**config.mk**
```make
export PLATFORM = sky130hd
export DESIGN_NAME = int8_dot_ctrl_flat
export DESIGN_NICKNAME = d
export VERILOG_FILES = /design/src/rtl/int8_dot_pkg.sv /design/src/rtl/int8_dot_if.sv /design/src/rtl/int8_dot_acc.sv /design/src/rtl/int8_dot_ctrl.sv /design/src/flat_wrapper.sv
export SDC_FILE = /design/constraint.sdc
export NUM_CORES = 1
export LEC_CHECK = 0
export CORE_MARGIN = 4
export CORE_UTILIZATION = 40
export CTS_CLUSTER_SIZE = 24
export DETAILED_ROUTE_END_ITERATION = 10
export GPL_TIMING_DRIVEN = 0
export SYNTH_ARGS = -nofsm -noshare
export SYNTH_HDL_FRONTEND = slang
export SYNTH_HIERARCHICAL = 1
export SYNTH_SLANG_ARGS = --single-unit
```
**constraint.sdc**
```tcl
create_clock -name clk -period 5.8 [get_ports clk]
set_clock_uncertainty 0.05 [all_clocks]
set_input_delay 1.16 -clock clk [delete_from_list [all_inputs] [get_ports clk]]
set_output_delay 1.16 -clock clk [all_outputs]
set_load 0.03 [all_outputs]
```
**src/rtl/int8_dot_pkg.sv**
```systemverilog
// int8_dot_pkg: shared FSM states, default widths and saturation limits for the INT8 dot-product block
package int8_dot_pkg;
  typedef enum logic [1:0] {IDLE, RUN, FLUSH, OUT} state_e;
  localparam int DEF_LEN_W = 8;
  localparam int DEF_ACC_W = 32;
  localparam logic signed [DEF_ACC_W-1:0] SAT_MAX = {1'b0, {(DEF_ACC_W-1){1'b1}}};
  localparam logic signed [DEF_ACC_W-1:0] SAT_MIN = {1'b1, {(DEF_ACC_W-1){1'b0}}};
endpackage

```
**src/rtl/int8_dot_if.sv**
```systemverilog
// int8_dot_if: job control, operand stream and result stream of the INT8 dot-product sequencer
// master: drives start/len/abort, in_valid/a/b, res_ready; slave: drives busy, in_ready, res_valid/result/ovf
interface int8_dot_if
  import int8_dot_pkg::*;
#(
  parameter int LEN_W = DEF_LEN_W,
  parameter int ACC_W = DEF_ACC_W
);
  logic start;
  logic [LEN_W-1:0] len;
  logic abort;
  logic busy;
  logic in_valid;
  logic in_ready;
  logic signed [7:0] a;
  logic signed [7:0] b;
  logic res_valid;
  logic res_ready;
  logic signed [ACC_W-1:0] result;
  logic ovf;
  modport master (
    output start, len, abort, in_valid, a, b, res_ready,
    input  busy, in_ready, res_valid, result, ovf
  );
  modport slave (
    input  start, len, abort, in_valid, a, b, res_ready,
    output busy, in_ready, res_valid, result, ovf
  );
endinterface

```
**src/rtl/int8_dot_acc.sv**
```systemverilog
// int8_dot_acc: product register plus accumulator for signed INT8 pairs
// clk/rst: clock, async active-high reset; clr_i: zero accumulator, pipeline and ovf;
// kill_i: drop the in-flight product; beat_i/a_i/b_i: accepted pair; acc_o: accumulator; ovf_o: sticky clamp flag
// INT8_DOT_SAT_EN: saturate at the signed ACC_W limits instead of wrapping
module int8_dot_acc
  import int8_dot_pkg::*;
#(
  parameter int ACC_W = DEF_ACC_W
) (
  input  logic                    clk,
  input  logic                    rst,
  input  logic                    clr_i,
  input  logic                    kill_i,
  input  logic                    beat_i,
  input  logic signed [7:0]       a_i,
  input  logic signed [7:0]       b_i,
  output logic signed [ACC_W-1:0] acc_o,
  output logic                    ovf_o
);
  logic signed [15:0] prod_q, prod_d;
  logic prod_vld_q, prod_vld_d;
  logic signed [ACC_W-1:0] acc_q, acc_d;
  logic signed [ACC_W:0] sum;
  assign sum = (ACC_W+1)'(acc_q) + (ACC_W+1)'(prod_q);
  assign acc_o = acc_q;
`ifdef INT8_DOT_SAT_EN
  localparam logic signed [ACC_W-1:0] ACC_MAX = {1'b0, {(ACC_W-1){1'b1}}};
  localparam logic signed [ACC_W-1:0] ACC_MIN = {1'b1, {(ACC_W-1){1'b0}}};
  logic ovf_q, ovf_d, clip;
  // one guard bit: the add overflowed when it disagrees with the sign bit
  assign clip = sum[ACC_W] != sum[ACC_W-1];
  always_comb begin
    acc_d = clr_i ? '0 : !prod_vld_q ? acc_q : !clip ? sum[ACC_W-1:0] : sum[ACC_W] ? ACC_MIN : ACC_MAX;
    ovf_d = clr_i ? 1'b0 : ovf_q | (prod_vld_q & clip);
  end
  always_ff @(posedge clk or posedge rst)
    if (rst) ovf_q <= 1'b0;
    else     ovf_q <= ovf_d;
  assign ovf_o = ovf_q;
`else
  always_comb acc_d = clr_i ? '0 : prod_vld_q ? sum[ACC_W-1:0] : acc_q;
  assign ovf_o = 1'b0;
`endif
  always_comb begin
    prod_d     = beat_i ? 16'(a_i) * 16'(b_i) : prod_q;
    prod_vld_d = beat_i & ~kill_i;
  end
  always_ff @(posedge clk or posedge rst)
    if (rst) begin
      prod_q     <= '0;
      prod_vld_q <= 1'b0;
      acc_q      <= '0;
    end else begin
      prod_q     <= prod_d;
      prod_vld_q <= prod_vld_d;
      acc_q      <= acc_d;
    end
endmodule

```
**src/rtl/int8_dot_ctrl.sv**
```systemverilog
// int8_dot_ctrl: job sequencer for signed INT8 dot products over valid/ready streams
// clk/rst: clock, async active-high reset; bus_io (slave): start/len/abort/busy, in_valid/in_ready/a/b,
// res_valid/res_ready/result/ovf
// INT8_DOT_SAT_EN: saturating accumulator with sticky ovf (otherwise wraps, ovf tied low)
module int8_dot_ctrl
  import int8_dot_pkg::*;
#(
  parameter int LEN_W = DEF_LEN_W,
  parameter int ACC_W = DEF_ACC_W
) (
  input logic        clk,
  input logic        rst,
  int8_dot_if.slave  bus_io
);
  state_e state_q;
  logic [LEN_W-1:0] len_q, cnt_q;
  logic busy_q, in_ready_q, res_valid_q;
  logic beat, last, clr, kill;
  assign beat = bus_io.in_valid & in_ready_q;
  assign last = cnt_q == len_q - 1'b1;
  assign clr  = (state_q == IDLE) & bus_io.start;
  assign kill = bus_io.abort & (state_q != IDLE);
  always_ff @(posedge clk or posedge rst)
    if (rst) begin
      state_q     <= IDLE;
      len_q       <= '0;
      cnt_q       <= '0;
      busy_q      <= 1'b0;
      in_ready_q  <= 1'b0;
      res_valid_q <= 1'b0;
    end else if (kill) begin
      state_q     <= IDLE;
      busy_q      <= 1'b0;
      in_ready_q  <= 1'b0;
      res_valid_q <= 1'b0;
    end else begin
      case (state_q)
        IDLE: if (bus_io.start) begin
          len_q       <= bus_io.len;
          cnt_q       <= '0;
          busy_q      <= 1'b1;
          in_ready_q  <= bus_io.len != '0;
          res_valid_q <= bus_io.len == '0;
          state_q     <= bus_io.len != '0 ? RUN : OUT;
        end
        RUN: if (beat) begin
          cnt_q <= cnt_q + 1'b1;
          if (last) begin
            state_q    <= FLUSH;
            in_ready_q <= 1'b0;
          end
        end
        FLUSH: begin
          state_q     <= OUT;
          res_valid_q <= 1'b1;
        end
        OUT: if (bus_io.res_ready) begin
          state_q     <= IDLE;
          busy_q      <= 1'b0;
          res_valid_q <= 1'b0;
        end
        default: state_q <= IDLE;
      endcase
    end
  assign bus_io.busy      = busy_q;
  assign bus_io.in_ready  = in_ready_q;
  assign bus_io.res_valid = res_valid_q;
  int8_dot_acc #(.ACC_W(ACC_W)) u_acc (
    .clk    (clk),
    .rst    (rst),
    .clr_i  (clr),
    .kill_i (kill),
    .beat_i (beat),
    .a_i    (bus_io.a),
    .b_i    (bus_io.b),
    .acc_o  (bus_io.result),
    .ovf_o  (bus_io.ovf)
  );
endmodule

```
**src/flat_wrapper.sv**
```systemverilog
// flat-port wrapper written by rule: the top's interface ports become plain ports
module int8_dot_ctrl_flat import int8_dot_pkg::*;
#(
  parameter int LEN_W = DEF_LEN_W,
  parameter int ACC_W = DEF_ACC_W
)
  (clk, rst, bus_io_start, bus_io_len, bus_io_abort, bus_io_in_valid, bus_io_a, bus_io_b, bus_io_res_ready, bus_io_busy, bus_io_in_ready, bus_io_res_valid, bus_io_result, bus_io_ovf);
  int8_dot_if #(.LEN_W(LEN_W), .ACC_W(ACC_W)) bus_io_i ();
  input logic clk;
  input logic rst;
  input wire logic [$bits(bus_io_i.start)-1:0] bus_io_start;
  input wire logic [$bits(bus_io_i.len)-1:0] bus_io_len;
  input wire logic [$bits(bus_io_i.abort)-1:0] bus_io_abort;
  input wire logic [$bits(bus_io_i.in_valid)-1:0] bus_io_in_valid;
  input wire logic [$bits(bus_io_i.a)-1:0] bus_io_a;
  input wire logic [$bits(bus_io_i.b)-1:0] bus_io_b;
  input wire logic [$bits(bus_io_i.res_ready)-1:0] bus_io_res_ready;
  output wire logic [$bits(bus_io_i.busy)-1:0] bus_io_busy;
  output wire logic [$bits(bus_io_i.in_ready)-1:0] bus_io_in_ready;
  output wire logic [$bits(bus_io_i.res_valid)-1:0] bus_io_res_valid;
  output wire logic [$bits(bus_io_i.result)-1:0] bus_io_result;
  output wire logic [$bits(bus_io_i.ovf)-1:0] bus_io_ovf;
  assign bus_io_i.start = bus_io_start;
  assign bus_io_i.len = bus_io_len;
  assign bus_io_i.abort = bus_io_abort;
  assign bus_io_i.in_valid = bus_io_in_valid;
  assign bus_io_i.a = bus_io_a;
  assign bus_io_i.b = bus_io_b;
  assign bus_io_i.res_ready = bus_io_res_ready;
  assign bus_io_busy = bus_io_i.busy;
  assign bus_io_in_ready = bus_io_i.in_ready;
  assign bus_io_res_valid = bus_io_i.res_valid;
  assign bus_io_result = bus_io_i.result;
  assign bus_io_ovf = bus_io_i.ovf;
  int8_dot_ctrl #(.LEN_W(LEN_W), .ACC_W(ACC_W)) u_core (.clk(clk), .rst(rst), .bus_io(bus_io_i));
endmodule
```
==> summary.md, run 1 <==
| Metric | Value |
|---|---|
| Status | finished clean |
| Largest family of logic cells by synthesized area | adder cells |
| Clock Tree Buf Depth | 2 |
| First DRT Iteration DRCs | 271 |
| Area occupied by multi-input gates | between 0.005 and 0.006 mm^2 |
| Layout Area Growth over Synthesis | 17.5% |
| Cells after synthesis | 794 |
| Critical Setup Path Class | input port to flop |
| Num rows | 48 |
| Top cell type's share of synthesized area | 24.2% |
| TritonCTS buffer count | 9 |
| CP required | 5.97 ns |
| Clock Sinks | 70 |
| DR pass1 iterations | 6 |
| Distinct cells, synth | 74 |
| Ys flop type | dfrtp_1 |
| Power Dens Cells | between 400 and 500 mW/mm^2 |
| Setup violators final | 0 |
| Tmin final | around 5.5 ns |
| Post-Syn Nets | 946 |
| Filler instances | between 1500 and 2000 |
| Final GP Congestion | between 0.8 and 0.9 |
| Max-slew violations | 0 |
| Simple-Gate Fraction of Synth Area | around 16% |
| Grt ovf | 0 |
| Nature of the critical path endpoint | flop |
| Final Cycle Share | a little over nine tenths |
| Final #Nets | between 1000 and 1500 |
| Post-DP HPWL | roughly 13 mm |
| Initial antenna violation count | 0 |
| Initial Utilization | 41.3% |
| CP Data Arrival Time | approximately 5.7 ns |
| Synth warn | 6 |
| Global-route wire length before repair | between 20 and 30 mm |
| Post-synth EDFFs | 0 |
| Max cap viols | 0 |
| Crit path launch type | input port |
| Post-synthesis compound-gate area fraction | between 10% and 20% |
| Synth Cell Area | 0.00724 mm^2 |
| Reg area | approximately 0.0018 mm^2 |
| Avg WL per Cell | 14.3 um |
| Seq/Total Area, Yosys | 24.2% |
| Largest net degree at the start of global routing | 30 |
| Top area cells in the synthesized netlist | dfrtp_1, fa_1, ha_1 |
| Final WL | approximately 16 mm |
| Fin. Hold Viols | 0 |
| Reg clk slew, reported paths | ~0.060 ns |
| Core area | approximately 0.018 mm^2 |
| PortBufs | between 60 and 70 |
| Die Width | 143 um |
| # IOs | 66 |
| FMAX | 182 MHz |
| Root buf cell | clkbuf_16 |
| CP max FO | 8 |
| Vias in the first global route | 5494 |
| Worst rel slew slack | between 40% and 50% |
| Actual slew at the worst max-slew pin | 0.833 ns |
| Post-synth top area cell | dfrtp_1 |
| Peak supply drop | between 0.0002 and 0.0003 V |
| Area share of xor/xnor cells in the synthesized design | between 5 and 6% |
| Post-synthesis adder-cell area fraction | between 20% and 30% |
| N_diodes | 0 |
| Antenna-violating nets left | 0 |
| Via density | between 5 and 6 |
| Seq cells post-synth | 70 |
| Clock latency on the worst-skew pair | between 0.3 and 0.4 ns |
| Unrepaired setup endpoints after global routing | false |
| Worst Hold Class | flop to flop |
| Global-route usage over all layers | between 10% and 20% |
| Drc violations | 0 |
| Lkg Pwr | between 0.004 and 0.005 uW |
| Mux share of post-synthesis cell area | 5.27% |
| Avg Synthesized Cell Area | around 9.1 um^2 |
| Final non-filler cell total | 1101 |
| Inst Count DP | between 1000 and 1500 |
| Die area | 0.0203 mm^2 |
| Htree depth | 3 |
| Die Y | roughly 140 um |
| Layout cells sized above 1 | 6.74% |
| Core Util, Final | just under 50% |
| CTS tree | yes |
| Asr flop ratio synth | 100% |
| DR vias | roughly 5600 |
-- stage by stage --
step                total power [uW]  instance area, um^2  TNS [ns]  worst slack, ns  hold WS (ns)
finish                          4140                 8510         0            0.308         0.449
global route                    4560                 8510         0           0.0513         0.467
CTS                             4160                 8480         0          0.00699         0.449
detailed placement              3560                 8180     -1.57           -0.589         0.435
global placement                3540                 8160     -1.40           -0.590         0.434
floorplan                       2910                 7240         0            0.395         0.403
-- routing by layer --
metal	GRT usage [%]	routed length, um	vias to the layer above
met4	4.40	174	0
met3	2.55	445	12
li1	-	-	2843
met1	23.0	7930	2688
met2	25.0	7140	69
met5	0	0	-
-- layout make-up --
class | instances | share of cell area, %
Clock inverter | 5 | 0.691
Multi-Input combinational cell | 598 | 58.9
Buffer | 16 | 0.941
Inverter | 110 | 4.85
Tap cell | 225 | 3.31
Timing Repair Buffer | 66 | 7.88
Clock buffer | 11 | 2.85
Sequential cell | 70 | 20.6
-- cells by family (layout without fill, tap and decap cells) --
| kind of cell | Yosys count | in the layout |
|---|---|---|
| and+or+nand+nor | 237 | 237 |
| xor gates and xnor gates | 46 | 46 |
| buffers and inverters | 126 | 208 |
| DFF | 70 | 70 |
| adders and majority gates | 122 | 122 |
| other | 1 | 1 |
| AOI/OAI and AO/OA | 156 | 156 |
| muxes | 36 | 36 |
-- sequential cells by signal (all words and copies together), names as in the netlist --
name                     flops
u_core/u_acc/acc_o          32
u_core/u_acc/prod_q         16
u_core/cnt_q                 8
u_core/len_q                 8
u_core/state_q               2
u_core/bus_io.busy           1
u_core/bus_io.in_ready       1
u_core/bus_io.res_valid      1
u_core/u_acc/prod_vld_q      1
-- cells in the mapped netlist (all sizes together), types with 4 or more instances --
library cell  count
nand2b            9
a21boi            6
nand4             5
nor2             64
a31oi             4
xnor2            34
a21o             16
ha               66
mux2             17
dfrtp            70
buf               5
nand3b            4
o211ai            4
a211oi            5
xor2             12
mux2i            19
fa               56
and3             10
clkbuf           11
a21oi            41
nand3            14
nand2            56
o21a             11
inv             110
a2111oi           4
o21bai            4
o21ai            28
and2             39
nor2b            10
o31ai             6
nor3             11
a22o              4
-- where the power goes --
| group | leakage, uW | internal, uW | switching, uW |
|---|---|---|---|
| clock network | 0.000142 | 344 | 215 |
| logic | 0.00305 | 1210 | 1500 |
| registers | 0.000907 | 675 | 193 |
-- critical path, cell delays in order --
cell and delay (ns):
dlygate4sd2_1 0.34, and2_1 0.20, fa_1 0.53, inv_1 0.06, fa_1 0.47, inv_1 0.05
fa_1 0.53, inv_1 0.05, fa_1 0.52, inv_1 0.04, ha_1 0.31, o21ai_0 0.12
a21boi_1 0.21, o21ai_1 0.10, a21boi_1 0.22, o21ai_1 0.12, a21boi_2 0.19, nor4_1 0.07
or3b_1 0.35
-- path summary, 6_finish.rpt --
path / from / end / slack (ns) / cells past startpoint
worst max register to register: u_core/u_acc/prod_q[15] / u_core/u_acc/acc_o[31] / 2.28 / 11
worst min register to register: u_core/u_acc/prod_q[12] / u_core/u_acc/prod_q[12] / 0.45 / 2
worst max-delay path: bus_io_a[3] / u_core/u_acc/prod_q[14] / 0.31 / 19
min in group asynchronous: rst / u_core/u_acc/acc_o[30] / 1.11 / 2
max in group asynchronous: rst / u_core/len_q[3] / 3.90 / 2
worst min-delay path: u_core/u_acc/prod_q[12] / u_core/u_acc/prod_q[12] / 0.45 / 2
-- timing repair --
action,CTS,global route
buffers inserted,1,0
endpoints found under the setup margin,2,3
hold buffers,0,0
gates resized for setup,12,11
pin swaps,1,0
-- cells in the final DEF (no fill, tap or decap), types with 4 or more instances in the layout --
cell,synthesis,routed
clkbuf_16,0,9
and3_1,8,8
dlymetal6s2s_1,0,6
a22o_1,4,4
nand3b_1,4,4
nor3_1,11,11
nor2b_1,10,10
nand2b_1,9,9
nand3_1,14,14
inv_1,109,108
nor2_1,64,64
o21ai_0,26,24
nand4_1,5,5
a211oi_1,5,5
o21bai_1,4,4
clkbuf_1,10,11
mux2_2,16,16
fa_1,56,55
mux2i_1,19,19
and2_1,38,38
clkdlybuf4s50_1,0,48
o31ai_1,6,6
dlygate4sd2_1,0,10
a21o_1,15,15
xor2_1,12,12
ha_1,66,66
xnor2_1,34,34
o21a_1,11,11
a31oi_1,4,4
a21oi_1,40,40
o211ai_1,4,4
dfrtp_1,70,70
nand2_1,56,56
No activity file was read; power rests on OpenSTA's default activity.
==> inputs of run 2 (changes only) <==
--- a/config.mk
+++ b/config.mk
@@ -7,9 +7,10 @@
 export LEC_CHECK = 0
 export CORE_MARGIN = 4
 export CORE_UTILIZATION = 40
-export CTS_CLUSTER_SIZE = 24
+export CTS_CLUSTER_SIZE = 40
 export DETAILED_ROUTE_END_ITERATION = 10
 export GPL_TIMING_DRIVEN = 0
+export SETUP_SLACK_MARGIN = 0.02
 export SYNTH_ARGS = -nofsm -noshare
 export SYNTH_HDL_FRONTEND = slang
 export SYNTH_HIERARCHICAL = 1
==> run 2 against run 1 <==
  * Non-clock buffer count stayed put
  * Worst hold slack stayed put
  * Setup slack lost 0.0043 ns
  * Power about the same
  * Via count about the same
  * Count of clock-buffer cells in the layout unchanged
  * Register-to-register slack is essentially flat
  * Cell count unchanged
  * Critical endpoint unchanged
  * Largest cell class unchanged
==> summary.md, run 2 (same netlist as run 1, synthesis figures left out) <==
| Metric | Value |
|---|---|
| Sum Neg Setup Slack | 0 ns (unchanged) |
| Setup violators final | 0 (unchanged) |
| Lkg Pwr | 0.00410 uW (about the same) |
| Largest register FFs | 32 (unchanged) |
| Clock Tree Buf Depth | 2 (unchanged) |
| Final setup margin | 0.304 ns (was 0.308 ns) |
| N_diodes | 0 (unchanged) |
| Max stage delay on crit path | 0.53 ns (about the same) |
| CP Data Arrival Time | 5.67 ns (was 5.66 ns) |
| CP bufs+invs | 5 (unchanged) |
| Clock latency on the worst-skew pair | 0.34 ns (about the same) |
| Slowest CP cell | fa_1 (unchanged) |
| Root buf cell | clkbuf_16 (unchanged) |
| Max-slew violations | 0 (unchanged) |
| Critical Setup Path Class | input port to flop (unchanged) |
| Actual slew at the worst max-slew pin | 0.833 ns (unchanged) |
| Final WL | 15.7 mm (about the same) |
| DR pass1 iterations | 6 (unchanged) |
| Antenna-violating nets left | 0 (unchanged) |
| CP delay by family, top | adder cells (unchanged) |
| Worst Hold Margin | 0.449 ns (unchanged) |
| Unrepaired setup endpoints after global routing | false (unchanged) |
| Max cap viols | 0 (unchanged) |
| PortBufs | 64 (unchanged) |
| Grt ovf | 0 (unchanged) |
| Post-DP HPWL | 12.7 mm (unchanged) |
| Final #Nets | 1023 (unchanged) |
| Initial antenna violation count | 0 (unchanged) |
| Fin. Hold Viols | 0 (unchanged) |
| Num rows | 48 (unchanged) |
| TritonCTS buffer count | 9 (unchanged) |
| Worst rel slew slack | 44.4% (unchanged) |
| Vias in the first global route | 5494 (unchanged) |
| Die Y | 143 um (unchanged) |
| Htree depth | 3 (unchanged) |
| Hold Buf Count CTS | 0 (unchanged) |
| Core Util, Final | 48.5% (about the same) |
| Most common cell after layout, fill and taps aside | inv_1 (unchanged) |
| FMAX | 182 MHz (about the same) |
| Crit path launch type | input port (unchanged) |
| # IOs | 66 (unchanged) |
| Layout cells sized above 1 | 6.74% (unchanged) |
| Most frequent cells in the layout | inv_1, dfrtp_1, ha_1 (unchanged) |
| DR vias | 5613 (was 5612) |
| Avg WL per Cell | 14.3 um (about the same) |
| Peak supply drop | 0.000269 V (unchanged) |
| CP max FO | 8 (unchanged) |
| Via density | 5.10 (about the same) |
| First DRT Iteration DRCs | 273 (was 271) |
| Initial Utilization | 41.3% (unchanged) |
| Nature of the critical path endpoint | flop (unchanged) |
| Tmin final | 5.50 ns (was 5.49 ns) |
| Largest net degree at the start of global routing | 30 (unchanged) |
| Worst Hold Class | flop to flop (unchanged) |
| CTS tree | yes (unchanged) |
| Filler instances | 1690 (was 1691) |
| Die area | 0.0203 mm^2 (unchanged) |
| Global-route usage over all layers | 16.0% (unchanged) |
| Reg clk slew, reported paths | 0.06 ns (about the same) |
| CP required | 5.97 ns (about the same) |
| Drc violations | 0 (unchanged) |
| Layout Area Growth over Synthesis | 17.5% (about the same) |
| CP cell instances | dlygate4sd2_1, and2_1, fa_1, inv_1, fa_1, inv_1, fa_1, inv_1, fa_1, inv_1, ha_1, o21ai_0, a21boi_1, o21ai_1, a21boi_1, o21ai_1, a21boi_2, nor4_1, or3b_1 (unchanged) |
| Clock Sinks | 70 (unchanged) |
| Power Dens Cells | 487 mW/mm^2 (about the same) |
| Status | finished clean (unchanged) |
| Place WS | -0.589 ns (unchanged) |
| Core area | 0.0175 mm^2 (unchanged) |
| Global-route wire length before repair | 26.7 mm (unchanged) |
| Final GP Congestion | 0.854 (unchanged) |
| Die Width | 143 um (unchanged) |
| Final Cycle Share | 94.8% (was 94.7%) |
==> run 2: changes by cell type in the layout (fill, tap and decap cells not counted) <==
cell / before / now
dlygate4sd2_1: 10 / 11
dlymetal6s2s_1: 6 / 5
==> run 2: power by group <==
group / total [uW] / leakage, uW / internal (uW) / switching, uW
Sequential: 868 / 0.000907 / 675 / 193
Clock: 560 / 0.000142 / 344 / 215
Combinational: 2720 / 0.00305 / 1210 / 1500
Total: 4140 / 0.00410 / 2230 / 1910
==> run 2: layer usage <==
metal | GRT usage (%) | wire length, um
met1 | 23.0 | 7920
met3 | 2.55 | 451
met4 | 4.40 | 174
met2 | 25.0 | 7140
met5 | 0 | 0
==> run 2: tightest hold or removal path: cells and delay by family (launching register included) <==
family | cells | cell delay, ns
simple gates | 1 | 0.06
flops | 1 | 0.35
compound gates | 1 | 0.05
==> run 2: layout make-up <==
cell class                      instances  area (um^2)  area share, %
Multi-Input combinational cell        598         5010           58.9
Sequential cell                        70         1750           20.6
Timing Repair Buffer                   66          667           7.84
Inverter                              110          413           4.86
Tap cell                              225          282           3.31
Clock buffer                           11          243           2.85
Buffer                                 16         80.1          0.942
Clock inverter                          5         58.8          0.691
==> run 2: final timing paths <==
kind | from | end | slack (ns) | cells past startpoint
hold / removal | u_core/u_acc/prod_q[12] | u_core/u_acc/prod_q[12] | 0.45 | 2
setup reg to reg | u_core/u_acc/prod_q[15] | u_core/u_acc/acc_o[31] | 2.28 | 11
setup / recovery | bus_io_a[3] | u_core/u_acc/prod_q[14] | 0.30 | 19
hold reg to reg | u_core/u_acc/prod_q[12] | u_core/u_acc/prod_q[12] | 0.45 | 2
max in group asynchronous | rst | u_core/len_q[3] | 3.90 | 2
min in group asynchronous | rst | u_core/u_acc/acc_o[30] | 1.11 | 2
==> run 2: through the flow <==
stage | std cells | total power, uW | cell area (um^2)
final | 1101 | 4140 | 8500
after global routing | 1101 | 4560 | 8500
after CTS | 1101 | 4160 | 8480
after detailed placement | 1084 | 3560 | 8180
after global placement | 1083 | 3540 | 8160
after floorplan | 794 | 2910 | 7240
==> run 2: what timing repair did <==
action,CTS,global route
resized for setup,13,10
setup endpoints to repair,2,3
buffers inserted,1,0
cloned,0,0
endpoints found under the hold margin,0,0
pin swaps,1,0
